==> config.mk <==
export PLATFORM = sky130hd
export DESIGN_NAME = mem_arbiter_flat
export DESIGN_NICKNAME = d
export VERILOG_FILES = /design/src/rtl/mem_arbiter_if.sv /design/src/rtl/mem_arbiter.sv /design/src/flat_wrapper.sv
export SDC_FILE = /design/constraint.sdc
export NUM_CORES = 1
export LEC_CHECK = 0
export BUFFER_PORTS_ARGS = -buffer_cell sky130_fd_sc_hd__clkbuf_2
export CAP_MARGIN = 25
export CELL_PAD_IN_SITES_DETAIL_PLACEMENT = 1
export CELL_PAD_IN_SITES_GLOBAL_PLACEMENT = 1
export CORE_MARGIN = 1.5
export CORE_UTILIZATION = 38
export CTS_CLUSTER_SIZE = 40
export DETAILED_ROUTE_END_ITERATION = 10
export GPL_TIMING_DRIVEN = 1
export PLACE_DENSITY = 0.91
export SLEW_MARGIN = 20
export SYNTH_ARGS = -nofsm -noshare
export SYNTH_HDL_FRONTEND = slang
export SYNTH_SLANG_ARGS = --single-unit
==> constraint.sdc <==
create_clock -name Clk1 -period 3.9 [get_ports Clk1]
set_input_delay 0.195 -clock Clk1 [delete_from_list [all_inputs] [get_ports Clk1]]
set_output_delay 0.195 -clock Clk1 [all_outputs]
set_load 0.02 [all_outputs]
==> src/rtl/mem_arbiter_if.sv <==
// rtl/mem_arbiter_if.sv - requester and memory-port signal bundle for mem_arbiter
interface mem_arbiter_if;
    logic        f_req;
    logic [15:0] f_addr;
    logic        f_gnt;
    logic        f_rvalid;
    logic [15:0] f_rdata;

    logic        v_req;
    logic        v_wr;
    logic [15:0] v_addr;
    logic [3:0]  v_cnt;
    logic [15:0] v_wdata;
    logic        v_gnt;
    logic [3:0]  v_beat;
    logic        v_rvalid;
    logic [15:0] v_rdata;
    logic [3:0]  v_rindex;
    logic        v_done;

    logic [15:0] Addr;
    logic        RD;
    logic        WR;
    logic [15:0] dataOut;
    logic [15:0] DataIn;
    logic        busy;

    modport master (
        output f_req, f_addr, v_req, v_wr, v_addr, v_cnt, v_wdata, DataIn,
        input  f_gnt, f_rvalid, f_rdata, v_gnt, v_beat, v_rvalid, v_rdata,
               v_rindex, v_done, Addr, RD, WR, dataOut, busy
    );

    modport slave (
        input  f_req, f_addr, v_req, v_wr, v_addr, v_cnt, v_wdata, DataIn,
        output f_gnt, f_rvalid, f_rdata, v_gnt, v_beat, v_rvalid, v_rdata,
               v_rindex, v_done, Addr, RD, WR, dataOut, busy
    );
endinterface

==> src/rtl/mem_arbiter.sv <==
// rtl/mem_arbiter.sv - round-robin fetch/vector-burst arbiter onto one memory port
module mem_arbiter (
    input  logic         Clk1,
    input  logic         Reset,
    mem_arbiter_if.slave bus
);
    typedef enum logic [1:0] {IDLE = 2'd0, FETCH = 2'd1, VBURST = 2'd2} state_t;

    state_t      state, state_nx;
    logic        last_vec, last_vec_nx;
    logic [3:0]  beat_q, beat_nx;
    logic [15:0] f_addr_q, v_base_q;
    logic [3:0]  v_cnt_q;
    logic        v_wr_q;
    logic        arb_point, f_elig, v_elig, last_beat;
    logic        rd_c;

    logic        t1_valid, t1_vec, t1_last;
    logic [3:0]  t1_idx;
    logic        t2_valid, t2_vec, t2_last;
    logic [3:0]  t2_idx;
    logic [15:0] rdata_q;
    logic        st_done_q;

    assign last_beat = (state == VBURST) && (beat_q == v_cnt_q);

    // The owner of the current bus cycle is masked so a lingering req is not re-granted.
    always_comb begin
        state_nx    = state;
        last_vec_nx = last_vec;
        beat_nx     = beat_q;
        arb_point   = (state == IDLE) || (state == FETCH) || last_beat;
        f_elig      = bus.f_req && (state != FETCH);
        v_elig      = bus.v_req && (state != VBURST);
        if (arb_point) begin
            if (f_elig && (!v_elig || last_vec)) begin
                state_nx    = FETCH;
                last_vec_nx = 1'b0;
            end else if (v_elig) begin
                state_nx    = VBURST;
                last_vec_nx = 1'b1;
                beat_nx     = 4'd0;
            end else begin
                state_nx    = IDLE;
            end
        end else begin
            beat_nx = beat_q + 4'd1;
        end
    end

    always_ff @(posedge Clk1 or negedge Reset) begin
        if (!Reset) begin
            state    <= IDLE;
            last_vec <= 1'b1;
            beat_q   <= 4'd0;
            f_addr_q <= 16'h0;
            v_base_q <= 16'h0;
            v_cnt_q  <= 4'd0;
            v_wr_q   <= 1'b0;
        end else begin
            state    <= state_nx;
            last_vec <= last_vec_nx;
            beat_q   <= beat_nx;
            if (arb_point && state_nx == FETCH) begin
                f_addr_q <= bus.f_addr;
            end
            if (arb_point && state_nx == VBURST) begin
                v_base_q <= bus.v_addr;
                v_cnt_q  <= bus.v_cnt;
                v_wr_q   <= bus.v_wr;
            end
        end
    end

    always_comb begin
        rd_c        = 1'b0;
        bus.WR      = 1'b0;
        bus.Addr    = 16'h0;
        bus.dataOut = 16'h0;
        bus.f_gnt   = 1'b0;
        bus.v_gnt   = 1'b0;
        bus.v_beat  = 4'd0;
        case (state)
            FETCH: begin
                bus.Addr  = f_addr_q;
                rd_c      = 1'b1;
                bus.f_gnt = 1'b1;
            end
            VBURST: begin
                bus.Addr   = v_base_q + {12'h0, beat_q};
                bus.v_gnt  = 1'b1;
                bus.v_beat = beat_q;
                if (v_wr_q) begin
                    bus.WR      = 1'b1;
                    bus.dataOut = bus.v_wdata;
                end else begin
                    rd_c = 1'b1;
                end
            end
            default: ;
        endcase
    end

    assign bus.RD   = rd_c;
    assign bus.busy = (state != IDLE);

    // Read-return tags travel independently of the FSM so returns can overlap the next grant.
    always_ff @(posedge Clk1 or negedge Reset) begin
        if (!Reset) begin
            t1_valid  <= 1'b0;
            t1_vec    <= 1'b0;
            t1_last   <= 1'b0;
            t1_idx    <= 4'd0;
            t2_valid  <= 1'b0;
            t2_vec    <= 1'b0;
            t2_last   <= 1'b0;
            t2_idx    <= 4'd0;
            rdata_q   <= 16'h0;
            st_done_q <= 1'b0;
        end else begin
            t1_valid  <= rd_c;
            t1_vec    <= (state == VBURST);
            t1_last   <= last_beat;
            t1_idx    <= beat_q;
            t2_valid  <= t1_valid;
            t2_vec    <= t1_vec;
            t2_last   <= t1_last;
            t2_idx    <= t1_idx;
            if (t1_valid) begin
                rdata_q <= bus.DataIn;
            end
            st_done_q <= last_beat && v_wr_q;
        end
    end

    assign bus.f_rvalid = t2_valid && !t2_vec;
    assign bus.v_rvalid = t2_valid && t2_vec;
    assign bus.f_rdata  = bus.f_rvalid ? rdata_q : 16'h0;
    assign bus.v_rdata  = bus.v_rvalid ? rdata_q : 16'h0;
    assign bus.v_rindex = bus.v_rvalid ? t2_idx : 4'd0;
    assign bus.v_done   = (bus.v_rvalid && t2_last) || st_done_q;
endmodule
==> src/flat_wrapper.sv <==
// flat-port wrapper written by rule: the top's interface ports become plain ports
module mem_arbiter_flat 
  (Clk1, Reset, bus_f_req, bus_f_addr, bus_v_req, bus_v_wr, bus_v_addr, bus_v_cnt, bus_v_wdata, bus_DataIn, bus_f_gnt, bus_f_rvalid, bus_f_rdata, bus_v_gnt, bus_v_beat, bus_v_rvalid, bus_v_rdata, bus_v_rindex, bus_v_done, bus_Addr, bus_RD, bus_WR, bus_dataOut, bus_busy);
  mem_arbiter_if bus_i ();
  input  logic Clk1;
  input  logic Reset;
  input wire logic [$bits(bus_i.f_req)-1:0] bus_f_req;
  input wire logic [$bits(bus_i.f_addr)-1:0] bus_f_addr;
  input wire logic [$bits(bus_i.v_req)-1:0] bus_v_req;
  input wire logic [$bits(bus_i.v_wr)-1:0] bus_v_wr;
  input wire logic [$bits(bus_i.v_addr)-1:0] bus_v_addr;
  input wire logic [$bits(bus_i.v_cnt)-1:0] bus_v_cnt;
  input wire logic [$bits(bus_i.v_wdata)-1:0] bus_v_wdata;
  input wire logic [$bits(bus_i.DataIn)-1:0] bus_DataIn;
  output wire logic [$bits(bus_i.f_gnt)-1:0] bus_f_gnt;
  output wire logic [$bits(bus_i.f_rvalid)-1:0] bus_f_rvalid;
  output wire logic [$bits(bus_i.f_rdata)-1:0] bus_f_rdata;
  output wire logic [$bits(bus_i.v_gnt)-1:0] bus_v_gnt;
  output wire logic [$bits(bus_i.v_beat)-1:0] bus_v_beat;
  output wire logic [$bits(bus_i.v_rvalid)-1:0] bus_v_rvalid;
  output wire logic [$bits(bus_i.v_rdata)-1:0] bus_v_rdata;
  output wire logic [$bits(bus_i.v_rindex)-1:0] bus_v_rindex;
  output wire logic [$bits(bus_i.v_done)-1:0] bus_v_done;
  output wire logic [$bits(bus_i.Addr)-1:0] bus_Addr;
  output wire logic [$bits(bus_i.RD)-1:0] bus_RD;
  output wire logic [$bits(bus_i.WR)-1:0] bus_WR;
  output wire logic [$bits(bus_i.dataOut)-1:0] bus_dataOut;
  output wire logic [$bits(bus_i.busy)-1:0] bus_busy;
  assign bus_i.f_req = bus_f_req;
  assign bus_i.f_addr = bus_f_addr;
  assign bus_i.v_req = bus_v_req;
  assign bus_i.v_wr = bus_v_wr;
  assign bus_i.v_addr = bus_v_addr;
  assign bus_i.v_cnt = bus_v_cnt;
  assign bus_i.v_wdata = bus_v_wdata;
  assign bus_i.DataIn = bus_DataIn;
  assign bus_f_gnt = bus_i.f_gnt;
  assign bus_f_rvalid = bus_i.f_rvalid;
  assign bus_f_rdata = bus_i.f_rdata;
  assign bus_v_gnt = bus_i.v_gnt;
  assign bus_v_beat = bus_i.v_beat;
  assign bus_v_rvalid = bus_i.v_rvalid;
  assign bus_v_rdata = bus_i.v_rdata;
  assign bus_v_rindex = bus_i.v_rindex;
  assign bus_v_done = bus_i.v_done;
  assign bus_Addr = bus_i.Addr;
  assign bus_RD = bus_i.RD;
  assign bus_WR = bus_i.WR;
  assign bus_dataOut = bus_i.dataOut;
  assign bus_busy = bus_i.busy;
  mem_arbiter u_core (.Clk1(Clk1), .Reset(Reset), .bus(bus_i));
endmodule
=== After elaboration in Yosys (flattened, before gate mapping) ===
Index checks and enable logic that the tools add are counted.
W data, S select, Z words.

* Register bits: 75
* Latch bits: 0
* Memory bits (writable): 0
* ROM bits: 0
* Bits of input ports: 73
* Output and inout port bits: 80
* Word-level logic and storage cells: 70
* Memories: 0

* Add/sub/neg operators: 2
* $mul: 0
* Divide/modulo/power cells: 0
* $lt $le $gt $ge: 0
* Equality and inequality tests: 9
* Shift operators: 0
* Multiplexer cells: 21
* Bitwise logic cells: 0
* Reductions and logical operators: 21

{| class="wikitable"
|+ Operators with widths
! cell !! number
|-
| $mux W16 || 4
|-
| $pmux W16 S2 || 1
|-
| $mux W4 || 5
|-
| $add A16 B4 Y16 || 1
|-
| $logic_and A1 B1 Y1 || 10
|-
| $mux W1 || 7
|-
| $mux W2 || 3
|-
| $ne A2 B2 Y1 const B || 3
|-
| $add A4 B1 Y4 const B || 1
|-
| $eq A2 B1 Y1 const B || 2
|-
| $eq A2 B2 Y1 const B || 2
|-
| $eq A4 B4 Y1 || 1
|-
| $logic_or A1 B1 Y1 || 4
|-
| $reduce_and A2 Y1 || 2
|-
| $reduce_bool A2 Y1 || 2
|-
| $logic_not A1 Y1 || 2
|-
| $logic_not A2 Y1 || 1
|-
| $ne A2 B1 Y1 const B || 1
|-
| $pmux W1 S2 || 1
|}

=== Longest topological paths before layout ===
Gate-level depths: netlist of the first run.

* Word-level depth: 9
* Mapped depth: 8
* Mapped depth without buffers: 8

=== Worst setup path after synthesis of the first run ===
Ideal clock, no wire load.

* Path kind: flip-flop to output port
* Start: reg u_core.beat_q[0]
* End: out bus_Addr[10]
* Data arrival time: 2.229 ns
* Data required time: 3.705 ns
* Slack: 1.476 ns
* Cell stages (with the launch flop): 9
* Path buffers: 0
* Cells stage by stage: dfrtp_1 -> ha_1 -> inv_1 -> fa_1 -> nor2b_1 -> o21ai_0 -> a211oi_1 -> xnor2_1 -> o21ai_0

* Cells in the longest elaborated chain, start to end: 2

{| class="wikitable"
|+ Ends and longest elaborated chain
! element !! RTL line !! RTL
|-
| start: declaration || mem_arbiter.sv:11 || <nowiki>logic [3:0] beat_q, beat_nx;</nowiki>
|-
| start signal: assignment || mem_arbiter.sv:63 || <nowiki>beat_q <= beat_nx;</nowiki>
|-
| $add A16 B4 Y16 || mem_arbiter.sv:90 || <nowiki>bus.Addr = v_base_q + {12'h0, beat_q};</nowiki>
|-
| $pmux W16 S2 || mem_arbiter.sv:83 || <nowiki>case (state)</nowiki>
|-
| end: declaration || flat_wrapper.sv:24 || <nowiki>output wire logic [$bits(bus_i.Addr)-1:0] bus_Addr;</nowiki>
|}

Every way passes these cells.

=== Worst setup path in the final report of the first run ===
* Start: reg u_core.beat_q[0]
* End: out bus_Addr[14]

Same word-level chain as after synthesis.

==> results of run 1 <==
[flip-flops by register name (all words and copies together) (netlist names)]
signal	cells
u_core.t2_valid	1
u_core.f_addr_q	16
u_core.t2_vec	1
u_core.t2_idx	4
u_core.t1_idx	4
u_core.v_base_q	16
u_core.st_done_q	1
u_core.t1_valid	1
u_core.v_cnt_q	4
u_core.t1_last	1
u_core.t1_vec	1
u_core.beat_q	4
u_core.rdata_q	16
u_core.t2_last	1
u_core.last_vec	1
u_core.v_wr_q	1
u_core.state	2
[Yosys cell counts (all sizes together) (2+ instances only)]
library cell / number / share of area, %
xor2: 4 / 0.91
mux2: 53 / 16
dfrtp: 74 / 48
nand3: 3 / 0.39
xnor2: 15 / 3.4
clkbuf: 15 / 1.5
o21a: 3 / 0.58
nand2: 24 / 2.3
nor2b: 8 / 1.3
buf: 5 / 0.78
and2: 24 / 3.9
nand2b: 3 / 0.49
and3: 36 / 5.8
nor3: 2 / 0.26
a21boi: 2 / 0.39
a22oi: 3 / 0.58
o21ai: 16 / 2.1
ha: 8 / 2.6
inv: 10 / 0.97
mux2i: 4 / 1.0
a21oi: 5 / 0.65
a211oi: 4 / 0.78
a21o: 3 / 0.58
[logic make-up (layout without fill, tap and decap cells)]
family / after synthesis / count (layout) / share of synthesized area (%)
adder cells (fa/ha/maj): 9 / 9 / 3.12
flip-flops: 75 / 75 / 48.7
XOR/XNOR: 19 / 19 / 4.32
buffers and inverters: 30 / 181 / 3.21
AND/OR/NAND/NOR: 108 / 108 / 16.5
AO/OA/AOI/OAI: 39 / 39 / 6.75
multiplexers: 57 / 57 / 17.4
[layout make-up]
class	count	area, um^2	area share, %
Clock inverter	1	30.0	0.605
Tap cell	133	166	3.36
Clock buffer	15	176	3.56
Sequential cell	75	1880	37.9
Inverter	10	37.5	0.757
Timing Repair Buffer	155	808	16.3
Multi-Input combinational cell	232	1860	37.6
[power breakdown]
part | internal [mW] | switching [mW] | leakage, nW
Sequential | 0.777 | 0.000000000131 | 1.00
Clock | 0.350 | 0.282 | 0.104
Combinational | 0.0310 | 0.0288 | 1.60
[how the worst max path moves through the flow]
stage / end / slack, ns / cells past startpoint
floorplan: bus_Addr[10] / 1.48 / 8
global placement: bus_Addr[12] / 1.42 / 9
detailed placement: u_core.v_base_q[3] / 1.24 / 7
CTS: bus_Addr[14] / 0.83 / 9
global route: bus_Addr[14] / 0.57 / 9
finish: bus_Addr[14] / 0.80 / 9
[layer usage]
layer	GRT usage [%]	part of all wire [%]	wire length, um
met3	4.41	3.7	397
met5	0	0	0
met2	37.2	53	5590
met4	11.4	3.7	393
met1	22.6	40	4240
[cell usage in the layout (no fill, tap or decap), drive strengths merged, types with 2 or more instances in the layout]
master  instances
a211oi          4
xor2            4
nand2b          3
ha              8
o21ai          16
nor3            2
xnor2          15
a21boi          2
nand2          24
a21oi           5
mux2           53
a21o            3
o21a            3
and2           24
a22oi           3
clkbuf        166
dfrtp          74
nand3           3
nor2b           8
buf             3
and3           36
mux2i           4
inv            10
[what timing repair did]
| item | in CTS | in global routing |
|---|---|---|
| resized for setup | 0 | 0 |
| hold endpoints to repair | 0 | 22 |
| hold buffers | 0 | 1 |
==> run_results.csv, run 1 <==
group,metric,value,unit
placement,post-place-cells,603,
floorplan,die_area,10800,um^2
timing,setup_violations,0,
drt,drc_errors,0,
worst_hold_path,min_to,"u_core.v_base_q[14]",
worst_setup_path,r2r_slack,1.37,ns
global_routing,grt_antenna_before_repair,0,
worst_setup_path,path_delay_family,"compound AO/OA/AOI/OAI gates",
cells_and_area,final_cell_count_no_fill,621,
drt,drt_iter0_markers,118,
worst_setup_path,end_kind,"primary output",
worst_setup_path,crit_path_frequent_cell,"o21ai_0",
synthesis,synth_warnings,0,
clock_tree,clk_latency,0.36,ns
timing,fin_crit,3.10,ns
worst_setup_path,critPathKind,"reg -> out",
floorplan,placementRows,36,
clock_tree,clk_pin_slew,0.08,ns
cells_and_area,drive_gt1_share,46.1,%
timing,slew_headroom,43.7,%
timing,final-hold-violation-count,0,
floorplan,core_area,9820,um^2
floorplan,ioPinCount,153,
power_and_ir_drop,leakagePower,2.70,nW
drt,ant_nets,0,
synthesis,synthArstFlopShare,100,%
global_routing,grt_start_max_net_pins,76,
clock_tree,cts_buffer_depth,2,
cells_and_area,nets,565,
placement,gp_congestion,0.828,
timing,setup_tns,0,ns
timing,fmaxAchievable,323,MHz
clock_tree,post-cts-setup-buffers,0,
worst_setup_path,crit_chain,"ha_1 -> inv_1 -> fa_1 -> nor2b_1 -> o21ai_0 -> a211oi_1 -> xnor2_1 -> o21ai_0 -> clkbuf_2",
synthesis,synth.avg_cell_area,11.4,um^2
clock_tree,htreeDepth,3,
cells_and_area,nFillCells,1140,
worst_hold_path,hold_start,"bus_v_addr[14]",
floorplan,die_y,104,um
synthesis,synthDistinctLibCells,39,
timing,finalCritPeriodShare,79.4,%
global_routing,grt_pass1_wl,17300,um
timing,tightest_slew,0.843,ns
worst_setup_path,worstPathMaxFanout,8,
drt,dr.pass1.iters,4,
power_and_ir_drop,ir_worst_vdd,183,uV
synthesis,synth-edff-count,0,
synthesis,ys_ff_latch,75,
synthesis,ys.flop_type,"dfrtp_1",
worst_setup_path,crit_start,"u_core.beat_q[0]",
synthesis,synthesis.area,3850,um^2
placement,io_buffers,152,
clock_tree,root_buffer,"clkbuf_8",
floorplan,die_x,104,um
cells_and_area,fin_area,4960,um^2
placement,dpl.hpwl,7990,um
worst_setup_path,rr_endpoint,"u_core.v_base_q[1]",
timing,rsz0062_at_grt,"no",
power_and_ir_drop,power,1.47,mW
clock_tree,numCtsBuffers,9,
power_and_ir_drop,p_per_area,296,nW/um^2
timing,final.setup_skew,0.0109,ns
global_routing,grt_util_all_layers,20.7,%
synthesis,netlist_instances,337,
worst_setup_path,worstPathRequired,3.70,ns
synthesis,synth.net_count,419,
worst_setup_path,slowest_stage,"dfrtp_1",
drt,wl_per_cell,17.1,um
timing,whs,0.0632,ns
worst_setup_path,max_stage_delay,0.51,ns
drt,wl,10600,um
global_routing,grt_pass1_vias,3331,
cells_and_area,antenna_cells,0,
worst_hold_path,min_path_cells,2,
worst_setup_path,worstRegToRegCells,7,
cells_and_area,utilization,50.5,%
flow_run,drv_cap,0,
placement,post_dp_cell_area,4710,um^2
placement,preCtsSetupSlack,1.24,ns
drt,vias,3068,
cells_and_area,area_growth,28.7,%
floorplan,initial_utilization,39.2,%
worst_setup_path,crit_path_start_kind,"flop",
timing,layout_setup_ws,0.805,ns
clock_tree,clock-sinks,75,
timing,slew_violations,0,
outcome,status,"completed",
worst_setup_path,worst_ep_arrival_time,2.90,ns
drt,drt-vias-per-instance,4.94,
synthesis,synth-seq-area-share,48.7,%
worst_setup_path,crit-reg2reg-launch,"u_core.state[0]",
clock_tree,cts_tree,"built",
worst_hold_path,worstHoldPathType,"in -> reg",
worst_setup_path,cp.buffers_inverters,2,
global_routing,grt-ovfl-total,0,
Note: power is estimated with default switching activity, not from simulation.
==> inputs of run 2 (changes only) <==
--- a/config.mk
+++ b/config.mk
@@ -5,16 +5,17 @@
 export SDC_FILE = /design/constraint.sdc
 export NUM_CORES = 1
 export LEC_CHECK = 0
+export ABC_AREA = 1
 export BUFFER_PORTS_ARGS = -buffer_cell sky130_fd_sc_hd__clkbuf_2
 export CAP_MARGIN = 25
 export CELL_PAD_IN_SITES_DETAIL_PLACEMENT = 1
 export CELL_PAD_IN_SITES_GLOBAL_PLACEMENT = 1
 export CORE_MARGIN = 1.5
-export CORE_UTILIZATION = 38
+export CORE_UTILIZATION = 31
 export CTS_CLUSTER_SIZE = 40
 export DETAILED_ROUTE_END_ITERATION = 10
 export GPL_TIMING_DRIVEN = 1
-export PLACE_DENSITY = 0.91
+export PLACE_DENSITY = 0.85
 export SLEW_MARGIN = 20
 export SYNTH_ARGS = -nofsm -noshare
 export SYNTH_HDL_FRONTEND = slang
==> constraint.sdc (replaced) <==
create_clock -name Clk1 -period 2.8 [get_ports Clk1]
set_input_delay 0.14 -clock Clk1 [delete_from_list [all_inputs] [get_ports Clk1]]
set_output_delay 0.14 -clock Clk1 [all_outputs]
set_load 0.02 [all_outputs]
==> run_results.csv, run 2 <==
group,metric,value,unit
clock_tree,numCtsBuffers,9,
synthesis,synthesis.area,4040,um^2
worst_setup_path,worstPathMaxFanout,9,
clock_tree,root_buffer,"clkbuf_16",
drt,dr.pass1.iters,5,
synthesis,synthDistinctLibCells,32,
clock_tree,cts_tree,"built",
synthesis,synth.avg_cell_area,7.43,um^2
timing,rsz0062_at_grt,"no",
placement,gp_congestion,0.876,
timing,fin_crit,2.55,ns
global_routing,grt_antenna_before_repair,0,
synthesis,ys_ff_latch,75,
drt,drt-vias-per-instance,4.69,
worst_setup_path,worstPathRequired,2.66,ns
worst_setup_path,critPathKind,"reg -> out",
clock_tree,cts_buffer_depth,2,
placement,dpl.hpwl,9340,um
drt,vias,4079,
power_and_ir_drop,power_switching,554,uW
floorplan,die_area,13700,um^2
synthesis,synth-edff-count,0,
cells_and_area,area_growth,30.3,%
cells_and_area,mostFrequentLayoutCells,"157 x nand2_1, 151 x clkbuf_2, 73 x dfrtp_1, 70 x inv_1, 67 x nor2_1",
worst_hold_path,min_to,"u_core.rdata_q[14]",
placement,io_buffers,152,
floorplan,die_y,117,um
worst_setup_path,crit-reg2reg-launch,"u_core.state[0]",
worst_setup_path,crit_path_start_kind,"flop",
floorplan,ioPinCount,153,
synthesis,netlist_top_cells_area,"dfrtp_1 46%, nand2_1 15%, nand3_1 8.2%, inv_1 6.5%, nor2_1 6.2%",
synthesis,synth.top_cells.by_count,"158 x nand2_1, 74 x dfrtp_1, 70 x inv_1",
worst_setup_path,slowest_stage,"dfrtp_2",
timing,tightest_slew,0.867,ns
power_and_ir_drop,combPwrFrac,4.2,%
synthesis,ys.flop_type,"dfrtp_1",
drt,wl_per_cell,14.2,um
floorplan,die_x,117,um
timing,fmaxAchievable,392,MHz
cells_and_area,drive_gt1_share,27.2,%
cells_and_area,multi_input_area,1740,um^2
synthesis,synth_top_area_share,45.8,%
worst_setup_path,rr_endpoint,"u_core.v_base_q[2]",
power_and_ir_drop,leakagePower,3.12,nW
cells_and_area,reg_top3,"u_core.f_addr_q: 16 flops, u_core.rdata_q: 16 flops, u_core.v_base_q: 16 flops",
synthesis,netlist_instances,544,
timing,slew_violations,0,
floorplan,initial_utilization,31.9,%
timing,final.setup_skew,0.00935,ns
floorplan,core_area,12700,um^2
power_and_ir_drop,internal_power,1.84,mW
global_routing,grt_util_all_layers,18.0,%
worst_setup_path,worstRegToRegCells,9,
cells_and_area,fin_area,5270,um^2
power_and_ir_drop,p_seq_share,45.3,%
drt,wl,12400,um
power_and_ir_drop,p_clk_share,50.4,%
clock_tree,clk_pin_slew,0.06,ns
synthesis,yosysMostFrequentCell,"nand2_1",
worst_hold_path,worstHoldPathType,"in -> reg",
synthesis,synth_warnings,0,
timing,setup_violations,0,
global_routing,grt_pass1_wl,19100,um
synthesis,synth-seq-area-share,46.5,%
worst_setup_path,r2r_slack,0.49,ns
power_and_ir_drop,p_per_area,454,nW/um^2
clock_tree,htreeDepth,3,
outcome,status,"completed",
global_routing,grt-ovfl-total,0,
floorplan,placementRows,41,
clock_tree,clk_latency,0.34,ns
global_routing,grt_pass1_vias,4033,
worst_setup_path,crit_chain,"ha_2 -> inv_1 -> fa_1 -> inv_1 -> nand3_1 -> nand2_2 -> nand2_1 -> a21oi_1 -> o21ai_0 -> a21oi_1 -> clkbuf_2",
global_routing,grt_start_max_net_pins,76,
drt,drt_iter0_markers,173,
worst_hold_path,hold_start,"bus_DataIn[14]",
synthesis,synth.net_count,626,
timing,slew_headroom,42.2,%
synthesis,synthArstFlopShare,100,%
cells_and_area,antenna_cells,0,
worst_setup_path,worst_ep_arrival_time,2.41,ns
flow_run,drv_cap,0,
drt,drc_errors,0,
clock_tree,clock-sinks,75,
cells_and_area,regArea,1880,um^2
power_and_ir_drop,netSwitchingFraction,23.2,%
worst_setup_path,end_kind,"primary output",
power_and_ir_drop,ir_worst_vdd,275,uV
synthesis,synth_top_area_cell,"dfrtp_1",
cells_and_area,final_cell_count_no_fill,870,
cells_and_area,nets,775,
timing,finalCritPeriodShare,91.0,%
cells_and_area,final_common_cell,"nand2_1",
placement,post_dp_cell_area,4890,um^2
cells_and_area,nFillCells,1654,
worst_setup_path,max_stage_delay,0.41,ns
worst_hold_path,min_path_cells,3,
placement,post-place-cells,848,
drt,ant_nets,0,
timing,setup_tns,0,ns
timing,final-hold-violation-count,0,
==> run 2: cell type report <==
class	instances	share of cell area, %
Sequential cell	75	35.7
Multi-Input combinational cell	372	33.0
Timing Repair Buffer	160	16.0
Inverter	75	5.44
Clock buffer	9	4.28
Tap cell	172	4.09
Clock inverter	7	1.54
==> run 2: how the worst max path moves through the flow <==
stage                startpoint          end  slack [ns]
6_report       u_core.beat_q[0]  bus_Addr[8]        0.25
3_5_place_dp   u_core.beat_q[0]  bus_Addr[8]        0.43
4_1_cts        u_core.beat_q[0]  bus_Addr[8]        0.03
2_1_floorplan  u_core.beat_q[0]  bus_Addr[8]        0.67
3_3_place_gp   u_core.beat_q[0]  bus_Addr[8]        0.52
5_1_grt        u_core.beat_q[0]  bus_Addr[8]        0.01
==> run 2: layer usage <==
metal	part of all wire (%)	track usage, %
met5	0	0
met4	1.4	6.18
met3	7.1	4.02
met2	50	33.6
met1	42	20.1
==> run 2: cell families (layout without fill, tap and decap cells) <==
group / count (synthesis) / count (layout) / share of synthesized area (%)
and+or+nand+nor: 311 / 311 / 33.0
buffers and inverters: 97 / 251 / 10.6
DFF: 75 / 75 / 46.5
AOI/OAI and AO/OA: 49 / 49 / 6.31
adders and majority gates: 9 / 9 / 2.97
xor gates and xnor gates: 3 / 3 / 0.650
==> run 2: critical path, delay by kind of cell (launching register included) <==
family	cells	cell delay, ns
and+or+nand+nor	3	0.36
DFF	1	0.41
adders and majority gates	2	0.57
buffers and inverters	3	0.35
AOI/OAI and AO/OA	3	0.38
==> run 2: stage by stage <==
step / hold slack (ns) / setup WS (ns) / total power, mW / utilization, %
after floorplan: -0.156 / 0.671 / 1.13 / -
after global placement: 0.330 / 0.525 / 1.20 / 38.6
after detailed placement: 0.336 / 0.432 / 1.20 / 38.6
after CTS: 0.00346 / 0.0284 / 2.43 / 41.2
after global routing: 0.0273 / 0.0143 / 2.48 / 41.6
final: 0.0127 / 0.251 / 2.39 / 41.6
==> run 2: power groups by stage <==
stage	registers, mW	logic (mW)	clock network (mW)
6_report	1.08	0.101	1.21
5_1_grt	1.08	0.114	1.28
4_1_cts	1.08	0.101	1.24
3_5_place_dp	1.10	0.0975	0
3_3_place_gp	1.10	0.0945	0
2_1_floorplan	1.10	0.0221	0
==> run 2: what timing repair did <==
item / 4_1_cts / 5_1_grt
gates resized for setup: 0 / 3
setup buffers: 0 / 3
setup endpoints to repair: 0 / 6
hold buffers: 2 / 0
hold endpoints to repair: 75 / 0
==> inputs of run 3 (changes only) <==
--- a/config.mk
+++ b/config.mk
@@ -8,14 +8,12 @@
 export ABC_AREA = 1
 export BUFFER_PORTS_ARGS = -buffer_cell sky130_fd_sc_hd__clkbuf_2
 export CAP_MARGIN = 25
-export CELL_PAD_IN_SITES_DETAIL_PLACEMENT = 1
-export CELL_PAD_IN_SITES_GLOBAL_PLACEMENT = 1
-export CORE_MARGIN = 1.5
-export CORE_UTILIZATION = 31
+export CORE_MARGIN = 10
+export CORE_UTILIZATION = 38
 export CTS_CLUSTER_SIZE = 40
 export DETAILED_ROUTE_END_ITERATION = 10
 export GPL_TIMING_DRIVEN = 1
-export PLACE_DENSITY = 0.85
+export PLACE_DENSITY = 0.76
 export SLEW_MARGIN = 20
 export SYNTH_ARGS = -nofsm -noshare
 export SYNTH_HDL_FRONTEND = slang
==> run_results.csv, run 3 (synthesis results as in run 2) <==
group,metric,value,unit
outcome,status,"completed",
drt,dr.pass1.iters,4,
cells_and_area,final_cell_count_no_fill,835,
global_routing,grt-ovfl-total,0,
clock_tree,cts_buffer_depth,2,
placement,gp_congestion,0.932,
floorplan,initial_utilization,39.2,%
timing,fin_crit,2.56,ns
placement,post-place-cells,813,
drt,vias,3855,
cells_and_area,reg_top3,"u_core.f_addr_q: 16 flops, u_core.rdata_q: 16 flops, u_core.v_base_q: 16 flops",
cells_and_area,fin_area,5170,um^2
timing,slew_headroom,44.1,%
clock_tree,root_buffer,"clkbuf_8",
drt,wl,11700,um
drt,highest_layer,"met4",
power_and_ir_drop,internal_power,1.74,mW
timing,final.setup_skew,0.0151,ns
worst_setup_path,crit_path_start_kind,"flop",
cells_and_area,drive_gt1_share,26.9,%
timing,tightest_slew,0.838,ns
cells_and_area,nets,776,
power_and_ir_drop,leakagePower,3.10,nW
timing,setup_tns,0,ns
power_and_ir_drop,power_switching,455,uW
worst_setup_path,worstRegToRegCells,9,
placement,dpl.hpwl,8790,um
floorplan,ioPinCount,153,
drt,ant_nets,0,
worst_setup_path,max_stage_delay,0.42,ns
timing,final-hold-violation-count,0,
worst_hold_path,hold_start,"bus_DataIn[5]",
power_and_ir_drop,p_seq_share,49.3,%
worst_setup_path,critPathKind,"reg -> out",
timing,fmaxAchievable,390,MHz
flow_run,drv_cap,0,
cells_and_area,final_common_cell,"nand2_1",
worst_setup_path,worstPathRequired,2.66,ns
drt,wl_met1,4800,um
timing,setup_violations,0,
placement,io_buffers,152,
clock_tree,clock-sinks,75,
global_routing,grt_pass1_wl,18700,um
worst_hold_path,worstHoldPathType,"in -> reg",
drt,wl_per_cell,14.0,um
floorplan,die_y,123,um
worst_setup_path,crit-reg2reg-launch,"u_core.state[0]",
timing,layout_setup_ws,0.236,ns
worst_setup_path,slowest_stage,"dfrtp_2",
global_routing,grt_start_max_net_pins,76,
power_and_ir_drop,combPwrFrac,4.5,%
clock_tree,htreeDepth,3,
cells_and_area,antenna_cells,0,
drt,drt-vias-per-instance,4.62,
worst_setup_path,worst_ep_arrival_time,2.42,ns
worst_setup_path,r2r_slack,0.68,ns
global_routing,grt_antenna_before_repair,0,
power_and_ir_drop,ir_worst_vdd,265,uV
worst_setup_path,end_kind,"primary output",
global_routing,grt_pass1_vias,3795,
placement,post_dp_cell_area,4850,um^2
worst_hold_path,min_to,"u_core.rdata_q[5]",
clock_tree,cts_tree,"built",
floorplan,die_area,15200,um^2
cells_and_area,mostFrequentLayoutCells,"157 x nand2_1, 150 x clkbuf_2, 73 x dfrtp_1, 70 x inv_1, 67 x nor2_1",
power_and_ir_drop,power,2.20,mW
global_routing,grt_util_all_layers,15.1,%
drt,drt_iter0_markers,274,
worst_setup_path,crit_start,"u_core.beat_q[0]",
drt,wl_met2,5420,um
drt,drc_errors,0,
cells_and_area,area_growth,27.9,%
timing,slew_violations,0,
clock_tree,clk_latency,0.35,ns
worst_setup_path,rr_endpoint,"u_core.v_base_q[6]",
power_and_ir_drop,netSwitchingFraction,20.7,%
timing,whs,0.0113,ns
power_and_ir_drop,p_per_area,425,nW/um^2
timing,finalCritPeriodShare,91.6,%
floorplan,core_area,10300,um^2
worst_setup_path,crit_chain,"ha_1 -> inv_1 -> fa_1 -> inv_1 -> nand3_1 -> nand2_4 -> nand2_1 -> o21bai_1 -> nand3_1 -> a21oi_1 -> buf_2",
worst_setup_path,worstPathMaxFanout,9,
drt,wl_met3,1330,um
placement,preCtsSetupSlack,0.444,ns
floorplan,die_x,123,um
floorplan,placementRows,37,
clock_tree,numCtsBuffers,9,
cells_and_area,utilization,50.1,%
timing,rsz0062_at_grt,"no",
power_and_ir_drop,p_clk_share,46.2,%
worst_hold_path,min_path_cells,3,
clock_tree,clk_pin_slew,0.08,ns
==> run 3: changes by cell type in the layout (fill, tap and decap cells not counted), sizes merged <==
| cell | previous run | this run |
|---|---|---|
| buf | 7 | 8 |
| bufinv | 1 | 3 |
| clkbuf | 160 | 161 |
| clkinv | 3 | 4 |
| dlygate4sd3 | 2 | 3 |
| inv | 78 | 73 |
==> run 3: final cells by class <==
class                      instances  area [um^2]
clock buffer                      11          141
clock inverter                     5          100
fill                            1044         5150
inverter                          75          287
multi-input combinational        372         1740
sequential                        75         1880
tap                              136          170
timing repair buffer             161          851
==> run 3: how the worst max path moves through the flow <==
stage                   end  slack [ns]
6_report       bus_Addr[10]        0.24
5_1_grt        bus_Addr[10]        0.03
4_1_cts        bus_Addr[10]        0.05
3_5_place_dp   bus_Addr[10]        0.44
3_3_place_gp   bus_Addr[10]        0.50
2_1_floorplan   bus_Addr[8]        0.67
==> run 3: routing by layer <==
layer | global-route usage [%] | vias to the layer above
li1 | - | 1989
met1 | 18.6 | 1715
met4 | 4.08 | 0
met5 | 0 | -
met2 | 24.3 | 141
met3 | 5.65 | 10
==> run 3: power by group through the flow <==
| stage | sequential [mW] | combinational, mW | clock (mW) |
|---|---|---|---|
| global route | 1.08 | 0.113 | 1.09 |
| finish | 1.08 | 0.0996 | 1.01 |
| detailed placement | 1.10 | 0.0942 | 0 |
| floorplan | 1.10 | 0.0221 | 0 |
| CTS | 1.08 | 0.0986 | 1.04 |
| global placement | 1.10 | 0.0930 | 0 |
==> run 3: worst max-delay path, delay by kind of cell, from the launching register on <==
| kind | cells | cell delay (ns) |
|---|---|---|
| AO/OA/AOI/OAI | 2 | 0.27 |
| adder cells (fa/ha/maj) | 2 | 0.56 |
| buffers and inverters | 3 | 0.36 |
| flip-flops | 1 | 0.42 |
| AND/OR/NAND/NOR | 4 | 0.47 |
==> run 3: repair_timing <==
action,4_1_cts,5_1_grt
setup endpoints to repair,0,6
hold endpoints to repair,76,0
hold buffers,3,0
resized for setup,0,4
setup buffers,0,2
